==> src/rtl/hoene_led_pkg.sv <==
// Shared constants and helpers for the LED PWM array.
package hoene_led_pkg;

  localparam int unsigned MAX_CHANNELS = 8;
  localparam int unsigned MAX_WIDTH    = 16;
  localparam int unsigned MAX_BUS      = MAX_CHANNELS * MAX_WIDTH;

  // Prescaler counter width: $clog2(prescale), never narrower than one bit.
  function automatic int unsigned psc_width(input int unsigned prescale);
    int unsigned w;
    w = $clog2(prescale);
    return (w < 1) ? 1 : w;
  endfunction

  // Extract channel idx (width bits) from a packed duty bus.
  function automatic logic [MAX_WIDTH-1:0] duty_slice(input logic [MAX_BUS-1:0] bus,
                                                      input int unsigned idx,
                                                      input int unsigned width);
    logic [MAX_BUS-1:0]   shifted;
    logic [MAX_WIDTH-1:0] mask;
    shifted = bus >> (idx * width);
    mask    = MAX_WIDTH'((33'd1 << width) - 33'd1);
    return MAX_WIDTH'(shifted) & mask;
  endfunction

endpackage

==> src/rtl/tt_um_hoene_led_pwm_channel.sv <==
// One PWM channel: duty/phase compare with a registered output.
module tt_um_hoene_led_pwm_channel #(
  parameter int unsigned WIDTH = 10
) (
  input  logic             clk,
  input  logic             rst_n,
  input  logic             enable_i,
  input  logic [WIDTH-1:0] active_i,
  input  logic [WIDTH-1:0] phase_i,
  output logic             pwm_o
);

  logic raw_c;
  logic pwm_q;

  // All-ones duty is full-on rather than one tick short of it.
  always_comb begin
    raw_c = 1'b0;
    if (active_i == '1) raw_c = 1'b1;
    else                raw_c = (phase_i < active_i);
  end

  always_ff @(posedge clk or negedge rst_n) begin
    if (!rst_n) pwm_q <= 1'b0;
    else        pwm_q <= enable_i & raw_c;
  end

  assign pwm_o = pwm_q;

endmodule

==> src/rtl/tt_um_hoene_led_pwm_array.sv <==
// Multi-channel LED PWM with shared prescaled period counter and
// double-buffered duty values committed at the period boundary.
module tt_um_hoene_led_pwm_array
  import hoene_led_pkg::*;
#(
  parameter int unsigned CHANNELS = 3,
  parameter int unsigned WIDTH    = 10,
  parameter int unsigned PRESCALE = 1,
  parameter int unsigned STAGGER  = 0
) (
  input  logic                      clk,
  input  logic                      rst_n,
  input  logic                      enable,
  input  logic                      load,
  input  logic [CHANNELS*WIDTH-1:0] duty_in,
  output logic [CHANNELS-1:0]       pwm_out,
  output logic                      period_start,
  output logic                      pending
);

  localparam int unsigned PSC_W = psc_width(PRESCALE);
  localparam int unsigned BUS_W = CHANNELS * WIDTH;

  logic [PSC_W-1:0] psc_q, psc_d;
  logic [WIDTH-1:0] cnt_q, cnt_d;
  logic [BUS_W-1:0] shadow_q, shadow_d;
  logic [BUS_W-1:0] active_q, active_d;
  logic             pending_q, pending_d;
  logic             period_start_q;
  logic             tick_c;
  logic             wrap_c;

  assign tick_c = (psc_q == PSC_W'(PRESCALE - 1));
  assign wrap_c = enable && tick_c && (cnt_q == '1);

  // Next-state for counters and duty buffers.
  always_comb begin
    psc_d     = psc_q;
    cnt_d     = cnt_q;
    shadow_d  = shadow_q;
    active_d  = active_q;
    pending_d = pending_q;

    if (!enable) begin
      psc_d = '0;
      cnt_d = '0;
    end else if (tick_c) begin
      psc_d = '0;
      cnt_d = cnt_q + WIDTH'(1);
    end else begin
      psc_d = psc_q + PSC_W'(1);
    end

    if (load) shadow_d = duty_in;

    // Disabled: commit as soon as something is pending.
    if (!enable) begin
      if (pending_q) active_d = shadow_q;
      pending_d = load;
    end else if (wrap_c) begin
      active_d  = load ? duty_in : shadow_q;
      pending_d = 1'b0;
    end else if (load) begin
      pending_d = 1'b1;
    end
  end

  always_ff @(posedge clk or negedge rst_n) begin
    if (!rst_n) begin
      psc_q          <= '0;
      cnt_q          <= '0;
      shadow_q       <= '0;
      active_q       <= '0;
      pending_q      <= 1'b0;
      period_start_q <= 1'b0;
    end else begin
      psc_q          <= psc_d;
      cnt_q          <= cnt_d;
      shadow_q       <= shadow_d;
      active_q       <= active_d;
      pending_q      <= pending_d;
      period_start_q <= wrap_c;
    end
  end

  for (genvar i = 0; i < CHANNELS; i++) begin : g_ch
    localparam logic [WIDTH-1:0] OFFSET = WIDTH'(i * STAGGER);
    logic [WIDTH-1:0] duty_c;
    logic [WIDTH-1:0] phase_c;

    assign duty_c  = WIDTH'(duty_slice(MAX_BUS'(active_q), i, WIDTH));
    assign phase_c = cnt_q + OFFSET;

    tt_um_hoene_led_pwm_channel #(.WIDTH(WIDTH)) u_ch (
      .clk      (clk),
      .rst_n    (rst_n),
      .enable_i (enable),
      .active_i (duty_c),
      .phase_i  (phase_c),
      .pwm_o    (pwm_out[i])
    );
  end

  assign period_start = period_start_q;
  assign pending      = pending_q;

endmodule

==> config.mk <==
export PLATFORM = sky130hd
export DESIGN_NAME = tt_um_hoene_led_pwm_array
export DESIGN_NICKNAME = d
export VERILOG_FILES = /design/src/rtl/hoene_led_pkg.sv /design/src/rtl/tt_um_hoene_led_pwm_channel.sv /design/src/rtl/tt_um_hoene_led_pwm_array.sv
export SDC_FILE = /design/constraint.sdc
export NUM_CORES = 1
export LEC_CHECK = 0
export ABC_CLOCK_PERIOD_IN_PS = 1600
export CORE_MARGIN = 2
export CORE_UTILIZATION = 50
export CTS_CLUSTER_SIZE = 16
export DETAILED_ROUTE_END_ITERATION = 7
export HOLD_SLACK_MARGIN = 0.15
export PLACE_DENSITY = 0.85
export SLEW_MARGIN = 10
export SYNTH_ARGS = -nofsm -noshare
export SYNTH_HDL_FRONTEND = slang
export SYNTH_SLANG_ARGS = --single-unit
==> constraint.sdc <==
create_clock -name clk -period 1.6 [get_ports clk]
set_clock_uncertainty 0.2 [all_clocks]
set_input_delay 0.16 -clock clk [delete_from_list [all_inputs] [get_ports clk]]
set_output_delay 0.16 -clock clk [all_outputs]
set_load 0.02 [all_outputs]
## After elaboration in Yosys (flattened, before gate mapping)

Cells that the tools add are included.

| word-level totals | value |
|---|---|
| flip-flop bits (word level) | 76 |
| bits of input ports | 34 |
| output and inout bits | 5 |

| operators by class | value |
|---|---|
| $add $sub $neg | 2 |
| $lt $le $gt $ge | 3 |
| equality and inequality tests | 7 |
| mux-type cells | 14 |
| bitwise logic cells | 4 |
| reduce and logical (&&, ||, !) cells | 4 |

Operators by type and width:

| kind | count |
|---|---|
| 30-bit 2-to-1 mux | 4 |
| 10-bit == test (second input constant) | 4 |
| 10-bit less-than comparator | 3 |
| 10-bit 2-to-1 mux | 2 |
| 10-bit by 1-bit adder with 10-bit output (second input constant) | 1 |
| 1-bit 2-to-1 mux | 8 |
| 1-bit AND | 3 |
| 3-bit by 1-bit inequality test with 1-bit output (second input constant) | 1 |
| 1-bit logical AND | 2 |
| 2-bit by 1-bit inequality test with 1-bit output (second input constant) | 1 |
| 2-bit inequality test (second input constant) | 1 |
| 2-bit AND reduction | 1 |
| 2-bit nonzero test | 1 |
| 1-bit adder (second input constant) | 1 |
| 1-bit NOT | 1 |

## Depth between registers and ports, before layout

| logic depth | value |
|---|---|
| depth after elaboration | 5 |
| gate-level depth with buffers | 6 |
| mapped depth without buffers | 6 |

## By module

Synthesis repeated with hierarchy kept, for this count alone.

| unflattened totals | value |
|---|---|
| cells, all modules | 322 |
| area, all modules | 3971.3 um^2 |

By module, submodules not included:

| module | instances | cells an instance | area each (um^2) | sequential area each (um^2) |
|---|---|---|---|---|
| tt_um_hoene_led_pwm_array | 1 | 211 | 3141.8 | 1801.7 |
| tt_um_hoene_led_pwm_channel | 3 | 37 | 276.5 | 25.0 |

## Worst setup path after synthesis

OpenSTA, ideal clock, no wires.

| timing path | value |
|---|---|
| kind | register to register |
| start | reg cnt_q[1] |
| end | reg active_q[0] |
| library setup time | 119 ps |
| arrival time | 1432 ps |
| setup slack | -151 ps |
| cell stages (with the launch flop) | 7 |
| buffers on the path | 1 |
| path through | dfrtp_1 > ha_1 > nand4_2 > o32a_4 > buf_6 > nand2_1 > o21ai_2 |

| on the way | value |
|---|---|
| cells in the longest elaborated chain, start to end | 4 |

Ends and longest elaborated chain:

| element | line | text |
|---|---|---|
| start, declared | tt_um_hoene_led_pwm_array.sv:25 | `logic [WIDTH-1:0] cnt_q, cnt_d;` |
| start signal, assigned | tt_um_hoene_led_pwm_array.sv:78 | `cnt_q <= cnt_d;` |
| 10-bit == test | tt_um_hoene_led_pwm_array.sv:34 | `assign wrap_c = enable && tick_c && (cnt_q == '1);` |
| 1-bit logical AND | tt_um_hoene_led_pwm_array.sv:34 |  |
| 2-bit by 1-bit inequality test with 1-bit output (no source line) | -- |  |
| 2-bit AND reduction (no source line) | -- |  |
| end signal, assigned | tt_um_hoene_led_pwm_array.sv:80 | `active_q <= active_d;` |
| end, declared | tt_um_hoene_led_pwm_array.sv:27 | `logic [BUS_W-1:0] active_q, active_d;` |

Every way passes these cells.
A chain may end at the register's enable or synchronous reset.

## Worst setup path after layout

| timing path | value |
|---|---|
| start | reg cnt_q[2] |
| end | reg cnt_q[8] |

| on the way | value |
|---|---|
| cells in the longest elaborated chain, start to end | 3 |

Ends and longest elaborated chain:

| element | line | text |
|---|---|---|
| 10-bit by 1-bit adder with 10-bit output | tt_um_hoene_led_pwm_array.sv:49 | `cnt_d = cnt_q + WIDTH'(1);` |
| 10-bit 2-to-1 mux | tt_um_hoene_led_pwm_array.sv:47 | `end else if (tick_c) begin` |
| 10-bit 2-to-1 mux | tt_um_hoene_led_pwm_array.sv:44 | `if (!enable) begin` |
| named net cnt_d[8] | tt_um_hoene_led_pwm_array.sv:25 |  |

The timed path passes the listed nets, and every way through them passes these cells. The select of a mux whose other input is x is not followed.

==> results.py <==
metrics = {
    "detailed_routing": {
        "antenna_left": 0,
        "post-route-drc-count": 0,
        "drt-initial-drc-count": 238,
        "drt_wl_total_um": 10800,
        "vias_per_cell": 5.89,
        "firstDrtPassIters": 5,
        "vias": 3144,
        "avgRoutedWirePerCell_um": 20.2,
    },
    "run_status": {
        "failed_checks": "hold timing, setup timing",
        "status": "finished, violations left",
    },
    "placed_design": {
        "dp_hpwl_um": 5540,
        "dp.cells": 507,
        "place_congestion": 0.812,
        "port_buffers": 38,
    },
    "sta": {
        "rsz0062_at_grt": "yes",
        "fin_crit_sh": 1.12,
        "max_freq_mhz": 556,
        "holdWs_ns": -0.0424,
        "hold_viol": 1,
        "setup_viol": 36,
        "slew_viol_final": 0,
        "relSlewSlack": 0.561,
        "fin_crit_ns": 1.80,
        "postLayoutSetupSlackWorst_ns": -0.198,
        "worst_pin_slew_ns": 0.652,
    },
    "power": {
        "powerDensity_nw_per_um2": 927,
        "peakVddDrop_uv": 510,
        "fin_total_pwr_mw": 4.97,
        "leakage_nw": 2.37,
    },
    "floorplan": {
        "fp.dieArea_um2": 8720,
        "fp.dieW_um": 93.4,
        "fp.dieH_um": 93.4,
        "num_rows": 32,
        "core_um2": 7730,
        "start_util": 0.517,
        "design.portCount": 39,
    },
    "yosys": {
        "syn-num-nets": 420,
        "netlist_area_um2": 4000,
        "ys_top_cells_by_count": "dfrtp_1 (75), nand2_1 (43), mux2_2 (30), mux2i_1 (30), o21ai_2 (30)",
        "yosysSeqAreaShare": 0.470,
        "yosys.area.top_type_share": 0.470,
        "syn-instance-count": 358,
        "synth_edf_count": 0,
        "synthTopCellsByArea": "dfrtp_1 (47%), ha_1 (8.8%), mux2_2 (8.5%), mux2i_1 (7.5%), o21ai_2 (6.6%)",
        "yosysWarnings": 0,
        "synth-seq-cells": 75,
        "synth.distinct_cells": 28,
        "avgSynthCellArea_um2": 11.2,
        "synth_most_common_cell": "dfrtp_1",
        "synth_top_area_cell": "dfrtp_1",
        "ys.flop_type": "dfrtp_1",
        "async_flop_share": 1.00,
    },
    "clocking": {
        "numCtsBuffers": 9,
        "ctsHtreeMaxLevel": 3,
        "cts_root_buffer": "clkbuf_8",
        "cts_hold_buf": 2,
        "clk_latency_ns": 0.37,
        "cts_tree": "built",
        "clockBufferDepth": 2,
        "cts_sinks": 75,
        "clk_pin_slew_ns": 0.09,
    },
    "setup_path": {
        "crit_required_ns": 1.65,
        "cp_max_fo": 5,
        "worstSetupPathType": "reg2reg",
        "end_kind": "flip-flop",
        "start_kind": "flip-flop",
        "cp.arrival_ns": 1.85,
    },
    "grt": {
        "grt_pass1_vias": 3291,
        "grt_use_total": 0.243,
        "grt.overflow.total": 0,
        "grt_max_degree": 76,
        "grt_pass1_wl_um": 16100,
        "antenna_found_initial": 0,
    },
    "finish": {
        "diodes": 0,
        "finalNonFillerCells": 534,
        "layout.nets": 489,
        "drive_above_1_share": 0.417,
        "syn_to_final_growth_pct": 34.2,
    },
    "min_path": {
        "hold_class": "in2reg",
    },
    "flow_run": {
        "max_cap_violations": 0,
    },
}
==> final cells by class <==
cell class / count / area, um^2
clock inverter: 7 / 66.3
inverter: 29 / 109
sequential: 75 / 1880
tap: 102 / 128
multi-input combinational: 238 / 2270
clock buffer: 9 / 124
fill: 499 / 2370
timing repair buffer: 74 / 779
==> sequential cells by signal, indices dropped and copies added (netlist names) <==
name / flops
active_q: 30
shadow_q: 30
cnt_q: 10
g_ch.u_ch.pwm_o: 3
pending: 1
period_start: 1
==> path summary, 6_finish.rpt <==
check	from	end	slack (ns)	cells after the start
worst max register to register	cnt_q[2]	cnt_q[8]	-0.20	6
worst min-delay path	enable	period_start	-0.04	3
worst min register to register	active_q[26]	active_q[26]	0.29	2
max in group asynchronous	rst_n	cnt_q[1]	0.73	3
min in group asynchronous	rst_n	shadow_q[9]	0.14	3
worst max-delay path	cnt_q[2]	cnt_q[8]	-0.20	6
==> kinds of logic after synthesis <==
kind of cell / after synthesis / synth area share
AO/OA/AOI/OAI: 61 / 0.114
XOR/XNOR: 7 / 0.0153
adder cells (fa/ha/maj): 28 / 0.0877
buffers and inverters: 45 / 0.0585
flip-flops: 75 / 0.470
multiplexers: 60 / 0.160
AND/OR/NAND/NOR: 82 / 0.0955
==> power by group <==
group	switching [mW]	total [mW]	internal [mW]
clock network	0.827	1.43	0.606
registers	0.189	2.30	2.11
logic	0.657	1.23	0.575
==> worst max-delay path: stages (launching register included) <==
cell and delay, ns:
dfrtp_2 0.43, buf_8 0.16, buf_6 0.10, and4_4 0.22
nand4_1 0.13, xor2_1 0.32, nor2_1 0.11
==> through the flow <==
step,setup WS [ns],hold WS [ns],cell area (um^2),TNS (ns),util
floorplan,-0.00692,-0.336,4020,-0.208,-
global route,-0.275,-0.0651,5360,-5.96,0.694
CTS,-0.110,-0.0789,5210,-2.82,0.674
finish,-0.198,-0.0424,5360,-4.06,0.694
global placement,-0.231,0.0201,4650,-6.27,0.602
detailed placement,-0.277,0.0263,4650,-7.58,0.602
==> placed cells by master, fill, tap and decap left out, types with 8 or more instances in the layout <==
| cell | instances |
|---|---|
| nand4_1 | 11 |
| o21ai_2 | 32 |
| a21oi_1 | 8 |
| nor2_1 | 9 |
| buf_4 | 16 |
| inv_1 | 28 |
| clkdlybuf4s50_1 | 31 |
| ha_1 | 10 |
| clkbuf_8 | 9 |
| buf_6 | 10 |
| nand2_1 | 22 |
| dfrtp_1 | 69 |
| a21oi_2 | 12 |
| mux2_2 | 30 |
| ha_4 | 18 |
| nand2_2 | 20 |
| mux2i_1 | 30 |
==> per-layer routing <==
metal | vias to the layer above | GRT usage | routed length (um)
met4 | 0 | 0.169 | 651
met3 | 59 | 0.0371 | 652
met5 | - | 0 | 0
li1 | 1400 | - | -
met1 | 1540 | 0.278 | 4050
met2 | 145 | 0.415 | 5460
==> what timing repair did <==
action / CTS / global route
setup buffers: 5 / 4
endpoints found under the hold margin: 81 / 2
setup endpoints to repair: 38 / 39
resized for setup: 58 / 29
pin swaps: 14 / 12
gates cloned: 1 / 0
Power figures use the tool's default switching activity.
